## src/rtl/ifa_pkg.sv

```systemverilog
// Shared request/grant bus types and default widths for cpucore and mem_responder.
package ifa_pkg;

   localparam int unsigned IFA_ADDR_W = 8;
   localparam int unsigned IFA_DATA_W = 8;

   typedef enum logic [1:0] {
      MODE_READ  = 2'd0,
      MODE_WRITE = 2'd1,
      MODE_RSVD2 = 2'd2,
      MODE_RSVD3 = 2'd3
   } mode_e;

   typedef enum logic [1:0] {
      IDLE,
      GRANT,
      ACCESS,
      RESP
   } rsp_state_e;

endpackage

```

## src/rtl/mem_responder_array.sv

```systemverilog
// Storage for mem_responder: synchronous write, combinational read on one shared address.
module mem_responder_array #(
   parameter int unsigned ADDR_W = 8,
   parameter int unsigned DATA_W = 8
) (
   input  logic              clk,
   input  logic              we,
   input  logic [ADDR_W-1:0] addr,
   input  logic [DATA_W-1:0] wdata,
   output logic [DATA_W-1:0] rdata
);

   logic [DATA_W-1:0] mem [2**ADDR_W];

   always_ff @(posedge clk) begin
      if (we) begin
         mem[addr] <= wdata;
      end
   end

   assign rdata = mem[addr];

endmodule

```

## src/rtl/mem_responder.sv

```systemverilog
// Memory-side responder for the request/grant bus: grants one initiator, completes one access per grant.
module mem_responder
   import ifa_pkg::*;
#(
   parameter int unsigned ADDR_W      = IFA_ADDR_W,
   parameter int unsigned DATA_W      = IFA_DATA_W,
   parameter int unsigned RD_LAT      = 2,
   parameter int unsigned WR_LAT      = 1,
   parameter int unsigned GNT_TIMEOUT = 16
) (
   input  logic              clk,
   input  logic              rst,
   input  logic              req,
   input  logic              start,
   input  logic [ADDR_W-1:0] addr,
   input  logic [1:0]        mode,
   input  logic [DATA_W-1:0] data_in,
   output logic              gnt,
   output logic              rdy,
   output logic              err,
   output logic [DATA_W-1:0] data_out,
   output logic              data_oe
);

   localparam int unsigned LAT_MAX = (RD_LAT > WR_LAT) ? RD_LAT : WR_LAT;
   localparam int unsigned LAT_W   = $clog2(LAT_MAX + 1);
   localparam int unsigned TO_W    = (GNT_TIMEOUT < 2) ? 1 : $clog2(GNT_TIMEOUT);

   rsp_state_e        state, state_d;
   logic [LAT_W-1:0]  lat_cnt, lat_cnt_d;
   logic [TO_W-1:0]   to_cnt, to_cnt_d;
   logic [ADDR_W-1:0] addr_q, addr_d;
   mode_e             mode_q, mode_d;
   logic [DATA_W-1:0] wdata_q, wdata_d;
   logic              gnt_d, rdy_d, err_d, oe_d;
   logic [DATA_W-1:0] dout_d;
   logic [DATA_W-1:0] rdata;
   logic              mem_we;

   // Commit happens on the edge leaving RESP, so a reset during ACCESS never writes.
   assign mem_we = (state == RESP) && (mode_q == MODE_WRITE);

   mem_responder_array #(
      .ADDR_W (ADDR_W),
      .DATA_W (DATA_W)
   ) u_array (
      .clk   (clk),
      .we    (mem_we),
      .addr  (addr_q),
      .wdata (wdata_q),
      .rdata (rdata)
   );

   always_ff @(posedge clk) begin
      if (rst) begin
         state    <= IDLE;
         lat_cnt  <= '0;
         to_cnt   <= '0;
         addr_q   <= '0;
         mode_q   <= MODE_READ;
         wdata_q  <= '0;
         gnt      <= 1'b0;
         rdy      <= 1'b0;
         err      <= 1'b0;
         data_oe  <= 1'b0;
         data_out <= '0;
      end else begin
         state    <= state_d;
         lat_cnt  <= lat_cnt_d;
         to_cnt   <= to_cnt_d;
         addr_q   <= addr_d;
         mode_q   <= mode_d;
         wdata_q  <= wdata_d;
         gnt      <= gnt_d;
         rdy      <= rdy_d;
         err      <= err_d;
         data_oe  <= oe_d;
         data_out <= dout_d;
      end
   end

   always_comb begin
      state_d   = state;
      lat_cnt_d = lat_cnt;
      to_cnt_d  = to_cnt;
      addr_d    = addr_q;
      mode_d    = mode_q;
      wdata_d   = wdata_q;
      case (state)
         IDLE: begin
            to_cnt_d = '0;
            if (req) state_d = GRANT;
         end
         GRANT: begin
            if (start) begin
               addr_d   = addr;
               mode_d   = mode_e'(mode);
               wdata_d  = data_in;
               to_cnt_d = '0;
               state_d  = ACCESS;
               case (mode_e'(mode))
                  MODE_READ:  lat_cnt_d = LAT_W'(RD_LAT - 1);
                  MODE_WRITE: lat_cnt_d = LAT_W'(WR_LAT - 1);
                  default:    lat_cnt_d = '0;
               endcase
            end else if (!req || (to_cnt == TO_W'(GNT_TIMEOUT - 1))) begin
               to_cnt_d = '0;
               state_d  = IDLE;
            end else begin
               to_cnt_d = to_cnt + 1'b1;
            end
         end
         ACCESS: begin
            if (lat_cnt == '0) state_d = RESP;
            else               lat_cnt_d = lat_cnt - 1'b1;
         end
         RESP: state_d = IDLE;
         default: state_d = IDLE;
      endcase
   end

   // Outputs are the registered image of the state being entered.
   always_comb begin
      gnt_d  = (state_d == GRANT);
      rdy_d  = (state_d == RESP);
      oe_d   = rdy_d && (mode_d == MODE_READ);
      err_d  = rdy_d && (mode_d != MODE_READ) && (mode_d != MODE_WRITE);
      dout_d = oe_d ? rdata : '0;
   end

endmodule

```

## config.mk

```make
export PLATFORM = sky130hd
export DESIGN_NAME = mem_responder
export DESIGN_NICKNAME = d
export VERILOG_FILES = /design/src/rtl/ifa_pkg.sv /design/src/rtl/mem_responder_array.sv /design/src/rtl/mem_responder.sv
export SDC_FILE = /design/constraint.sdc
export NUM_CORES = 2
export LEC_CHECK = 0
export ABC_AREA = 1
export ABC_CLOCK_PERIOD_IN_PS = 12800
export BUFFER_PORTS_ARGS = -buffer_cell sky130_fd_sc_hd__buf_2
export CAP_MARGIN = 15
export CELL_PAD_IN_SITES_DETAIL_PLACEMENT = 1
export CELL_PAD_IN_SITES_GLOBAL_PLACEMENT = 2
export CORE_MARGIN = 2
export CORE_UTILIZATION = 46
export DETAILED_ROUTE_END_ITERATION = 7
export GPL_TIMING_DRIVEN = 0
export PLACE_DENSITY = 0.84
export RECOVER_POWER = 50
export REMOVE_ABC_BUFFERS = 1
export SYNTH_ARGS = -nofsm -noshare
export SYNTH_HDL_FRONTEND = slang
export SYNTH_HIERARCHICAL = 1
export SYNTH_SLANG_ARGS = --single-unit
export TNS_END_PERCENT = 10
```

## constraint.sdc

```tcl
create_clock -name clk -period 12.8 [get_ports clk]
set_input_delay 0 -clock clk [delete_from_list [all_inputs] [get_ports clk]]
set_output_delay 0 -clock clk [all_outputs]
set_load 0.005 [all_outputs]
```

### Word-level counts from Yosys, hierarchy flattened

Memory sizes are Yosys's and may differ from the RTL's. A register that Yosys moved wholly into a read port is not among the register bits.
Cells that the tools add are included.

| storage, ports and cells | value |
|---|---|
| register bits | 30 |
| bits in writable memories | 2048 |
| input port bits | 22 |
| logic and storage cells | 56 |
| memories | 1 |

Memories:

| memory | words | width | read ports | clocked after Yosys merged registers in | write ports | line | text |
|---|---|---|---|---|---|---|---|
| u_array.mem | 256 | 8 | 1 | 1 | 1 | mem_responder_array.sv:13 | `logic [DATA_W-1:0] mem [2**ADDR_W];` |

| operators by class | value |
|---|---|
| add/sub/neg operators | 2 |
| equal/unequal tests | 10 |
| multiplexer cells | 16 |
| bitwise logic cells | 1 |
| reduce and logical (&&, ||, !) cells | 16 |

Operator list:

| cell | count |
|---|---|
| $mux W2 | 8 |
| $logic_not A2 Y1 | 4 |
| $mux W4 | 2 |
| $pmux W2 S4 | 1 |
| $pmux W4 S2 | 1 |
| $eq A2 B1 Y1 const B | 3 |
| $eq A2 B2 Y1 const B | 3 |
| $reduce_bool A2 Y1 | 3 |
| $add A4 B1 Y4 const B | 1 |
| $eq A4 B4 Y1 const B | 1 |
| $logic_and A1 B1 Y1 | 4 |
| $ne A2 B2 Y1 const B | 2 |
| $pmux W2 S2 | 1 |
| $mux W1 | 3 |
| $reduce_and A3 Y1 | 1 |
| $ne A2 B1 Y1 const B | 1 |
| $reduce_and A2 Y1 | 1 |
| $reduce_or A2 Y1 | 1 |
| $sub A2 B1 Y2 const B | 1 |
| $logic_not A1 Y1 | 1 |
| $logic_or A1 B1 Y1 | 1 |
| $not A1 Y1 | 1 |

### Depth between registers and ports, before layout

| depth | value |
|---|---|
| word-level depth | 9 |
| gate-level depth with buffers | 17 |

### By module

The synthesis kept the hierarchy.

By module, submodules not included:

| module | times used | cells an instance | area each (um^2) | sequential area each (um^2) |
|---|---|---|---|---|
| mem_responder_array | 1 | 8013 | 84696.2 | 61499.0 |
| mem_responder | 1 | 171 | 1481.4 | 760.7 |

### Worst setup path before layout

No wires, ideal clock.

| timing path | value |
|---|---|
| path kind | flip-flop to flip-flop |
| start point | reg wdata_q[0] |
| end point | mem u_array.mem[0][0] (data pin) |
| setup time | 0.856 ns |
| arrival | 3.397 ns |
| data required time | 11.944 ns |
| path slack | 8.547 ns |
| stages on the path, launching flop included | 1 |
| period minus slack after synthesis | 4.253 ns |
| cells stage by stage | dfxtp_1 |

RTL lines:

| element | line | text |
|---|---|---|
| from (decl) | mem_responder.sv:34 | `logic [DATA_W-1:0] wdata_q, wdata_d;` |
| from (signal assigned) | mem_responder.sv:73 | `wdata_q <= wdata_d;` |
| to (decl) | mem_responder_array.sv:13 |  |

Straight into the memory's write port.

### Final worst setup path

| timing path | value |
|---|---|
| start point | reg wdata_q[5] |
| end point | mem u_array.mem[21][5] (data pin) |

Straight into the memory's write port.

==> results.ini <==
[outcome]
status = finished, violations left
violations = capacitance limit, slew limit

[setup_path]
cp.required_ps = 12860
cp-end-kind = flop
path_class = flop to flop
start_kind = flop
worstRegToRegCells = 2
critPathBufInv = 2
crit_path_frequent_cell = clkbuf_1
worstPathArrival_ps = 8220
slowest_delay_ps = 2930
critPathSlowestCell = clkbuf_1
critical_path.max_fanout = 70
reg2reg_from = wdata_q[5]
rrSetupSlack_ps = 4640
path_cells = clkbuf_1, clkbuf_1
r2r-end = u_array/mem[21][5]
crit_family = buffers and inverters

[power_and_ir_drop]
combPwrFrac = 0.053
cell_internal_pwr_mw = 11.2
pwr-share-clk = 0.426
ir_drop_mv = 0.129
cellLeakagePower_nw = 35.8
switching_share = 0.224
power.density_nw_per_um2 = 149
p_total_mw = 14.4
power_frac_seq = 0.521
p_sw_mw = 3.23

[yosys]
ys_top_cells_by_area = edfxtp_1 71%, nand2_1 21%, nor2_1 1.6%, nand3_1 1.2%, buf_2 1.1%
avgSynthCellArea_um2 = 10.5
synth_most_common_cell = nand2_1
ys_ff_latch = 2086
postSynthCellCount = 8184
synth_enable_flop_cells = 2048
seq_area_frac_synth = 0.722
async_reset_ff_frac = 0
netlist_top_cells_count = 4797 x nand2_1, 2048 x edfxtp_1, 369 x nor2_1
netlist_area_um2 = 86200
yosysWarningCount = 6
synthFlopType = edfxtp_1
yosysTopAreaCell = edfxtp_1
synth_top_area_frac = 0.714
yosysUniqueCellTypes = 31

[floorplanning]
dieArea_um2 = 191000
core_um2 = 186000
start_util = 0.464
die_x_um = 437
io_pins = 34
dieHeight_um = 437
row_count = 158

[min_path]
min_to = to_cnt[0]
hold_depth = 6
min_path_type = input pin to flop
min-delay-start = req

[sta]
rsz0062_at_grt = no
hold_violations = 0
worst_pin_slew_ps = 4260
setup_violations = 0
fin_crit_ps = 8160
fmax_mhz = 123
relSlewSlack = -1.84
finClkSkew_ps = 27.9
fin_crit_sh = 0.638
drv_slew = 1989
fin_tns_setup_ps = 0

[cts]
clock-sinks = 2086
cts_root_buf = clkbuf_16
cts_buffers = 217
cts_tree = built
clkLatencyLatePin_ps = 850
clockBufferDepth = 3
clkTransAtPathRegs_ps = 70
ctsResizeCount = 0
ctsHoldBuffers = 73
cts_setup_buffers = 0
htree_levels = 4

[placement]
gp_congestion = 0.775
port_buffers = 33
post_dp_cell_area_um2 = 90000
placedCellCount = 10400
dp_hpwl_um = 150000

[detailed_routing]
dr.pass1.iters = 5
drc = 0
postRouteAntennaNets = 0
routed_via_density = 5.43
via_count = 58900
first_iter_violations = 4910
wl_per_cell_um = 23.6
drt-total-wl_um = 255000

[grt]
grt_pass1_wl_um = 386000
grt.total_usage = 0.268
grt_max_degree = 188
grt_pass1_vias = 62000
antenna_found_initial = 5
grt.overflow.total = 0

[final_layout]
syn2layout_area_growth_pct = 12.4
fin_nets = 8202
final-seq-area_um2 = 62300
final.fill_count = 19700
design_area_um2 = 96900
multi_input_area_um2 = 21800
drive_gt1_frac = 0.0499
layout.cells.non_filler = 10800

[run]
maxCapViolCount = 34

## flip-flops by register name, summed over array words and instances (netlist names)
register	flops
u_array/mem	2048
addr_q	8
to_cnt	4
data_oe	1
err	1
mode_q	2
wdata_q	8
rdy	1
state	2
data_out	8
gnt	1
lat_cnt	2
## worst max-delay path by stage
| stage | startpoint | endpoint | slack (ps) | cells after the start |
|---|---|---|---|---|
| CTS | addr_q[1] | data_out[0] | 6750 | 20 |
| floorplan | addr_q[0] | u_array/mem[101][0] | -30410 | 6 |
| global route | wdata_q[5] | u_array/mem[21][5] | 4100 | 2 |
| detailed placement | addr_q[1] | data_out[4] | 6760 | 20 |
| finish | wdata_q[5] | u_array/mem[21][5] | 4640 | 2 |
| global placement | addr_q[0] | u_array/mem[241][1] | -114950 | 6 |
## layer usage
layer,vias to the layer above,global-route usage,share of wire
met5,-,0,0
met4,0,0.0964,0.036
met3,458,0.0369,0.054
met2,1649,0.454,0.49
met1,29900,0.353,0.42
li1,26900,-,-
## layout make-up
class	count	share of cell area
repair buffers	200	0.0268
flip-flops and latches	2086	0.643
multi-input cells	5620	0.225
clock inverters	108	0.00947
inverters	53	0.00254
well taps	2480	0.0320
clock buffers	290	0.0608
diodes	4	0.000103
## worst register-to-register path: cells and delay by family, from the launching register on
kind / cells / cell delay, ps
buffers and inverters: 2 / 5700
flip-flops: 1 / 1580
## placed cells by master (no fill, tap or decap), types with 3 or more instances in the layout
cell type and count:
dfxtp_1 36, a21oi_1 51, buf_2 24, clkbuf_16 223
clkbuf_1 96, bufinv_16 15, edfxtp_1 2048, nand2_1 4783
inv_6 6, o21ai_1 119, nor3_1 8, buf_12 30
nand2_2 16, clkbuf_8 6, inv_1 45, clkinv_2 31
buf_16 36, diode_2 4, clkinv_1 51, nor2_1 365
nand4_1 3, dlygate4sd3_1 73, nor2_4 6, nand3_1 210
o21ai_0 46
## power groups by stage
| stage | Clock [mW] | Sequential [mW] | Combinational, mW |
|---|---|---|---|
| after CTS | 6.23 | 7.50 | 0.780 |
| after floorplan | 0 | 7.70 | 0.498 |
| after global routing | 6.51 | 7.51 | 0.843 |
| after detailed placement | 0 | 7.64 | 0.758 |
| final | 6.15 | 7.51 | 0.764 |
| after global placement | 0 | 7.81 | 0.870 |
## kinds of logic (layout without fill, tap and decap cells)
group | Yosys count | count (layout) | synth area share
AND/OR/NAND/NOR | 5398 | 5398 | 0.240
AO/OA/AOI/OAI | 218 | 218 | 0.0127
XOR/XNOR | 2 | 2 | 0.000203
adder cells (fa/ha/maj) | 2 | 2 | 0.000290
buffers and inverters | 478 | 651 | 0.0248
flip-flops | 2086 | 2086 | 0.722
other | 0 | 4 | 0
## per-stage QoR
step,setup WS (ps),hold slack [ps],utilization
2_1_floorplan,-30410,62.4,-
3_3_place_gp,-114950,271,0.471
3_5_place_dp,6760,277,0.484
4_1_cts,6750,85.6,0.525
5_1_grt,4100,184,0.521
6_report,4640,177,0.521
No activity file was read; power rests on OpenSTA's default activity.
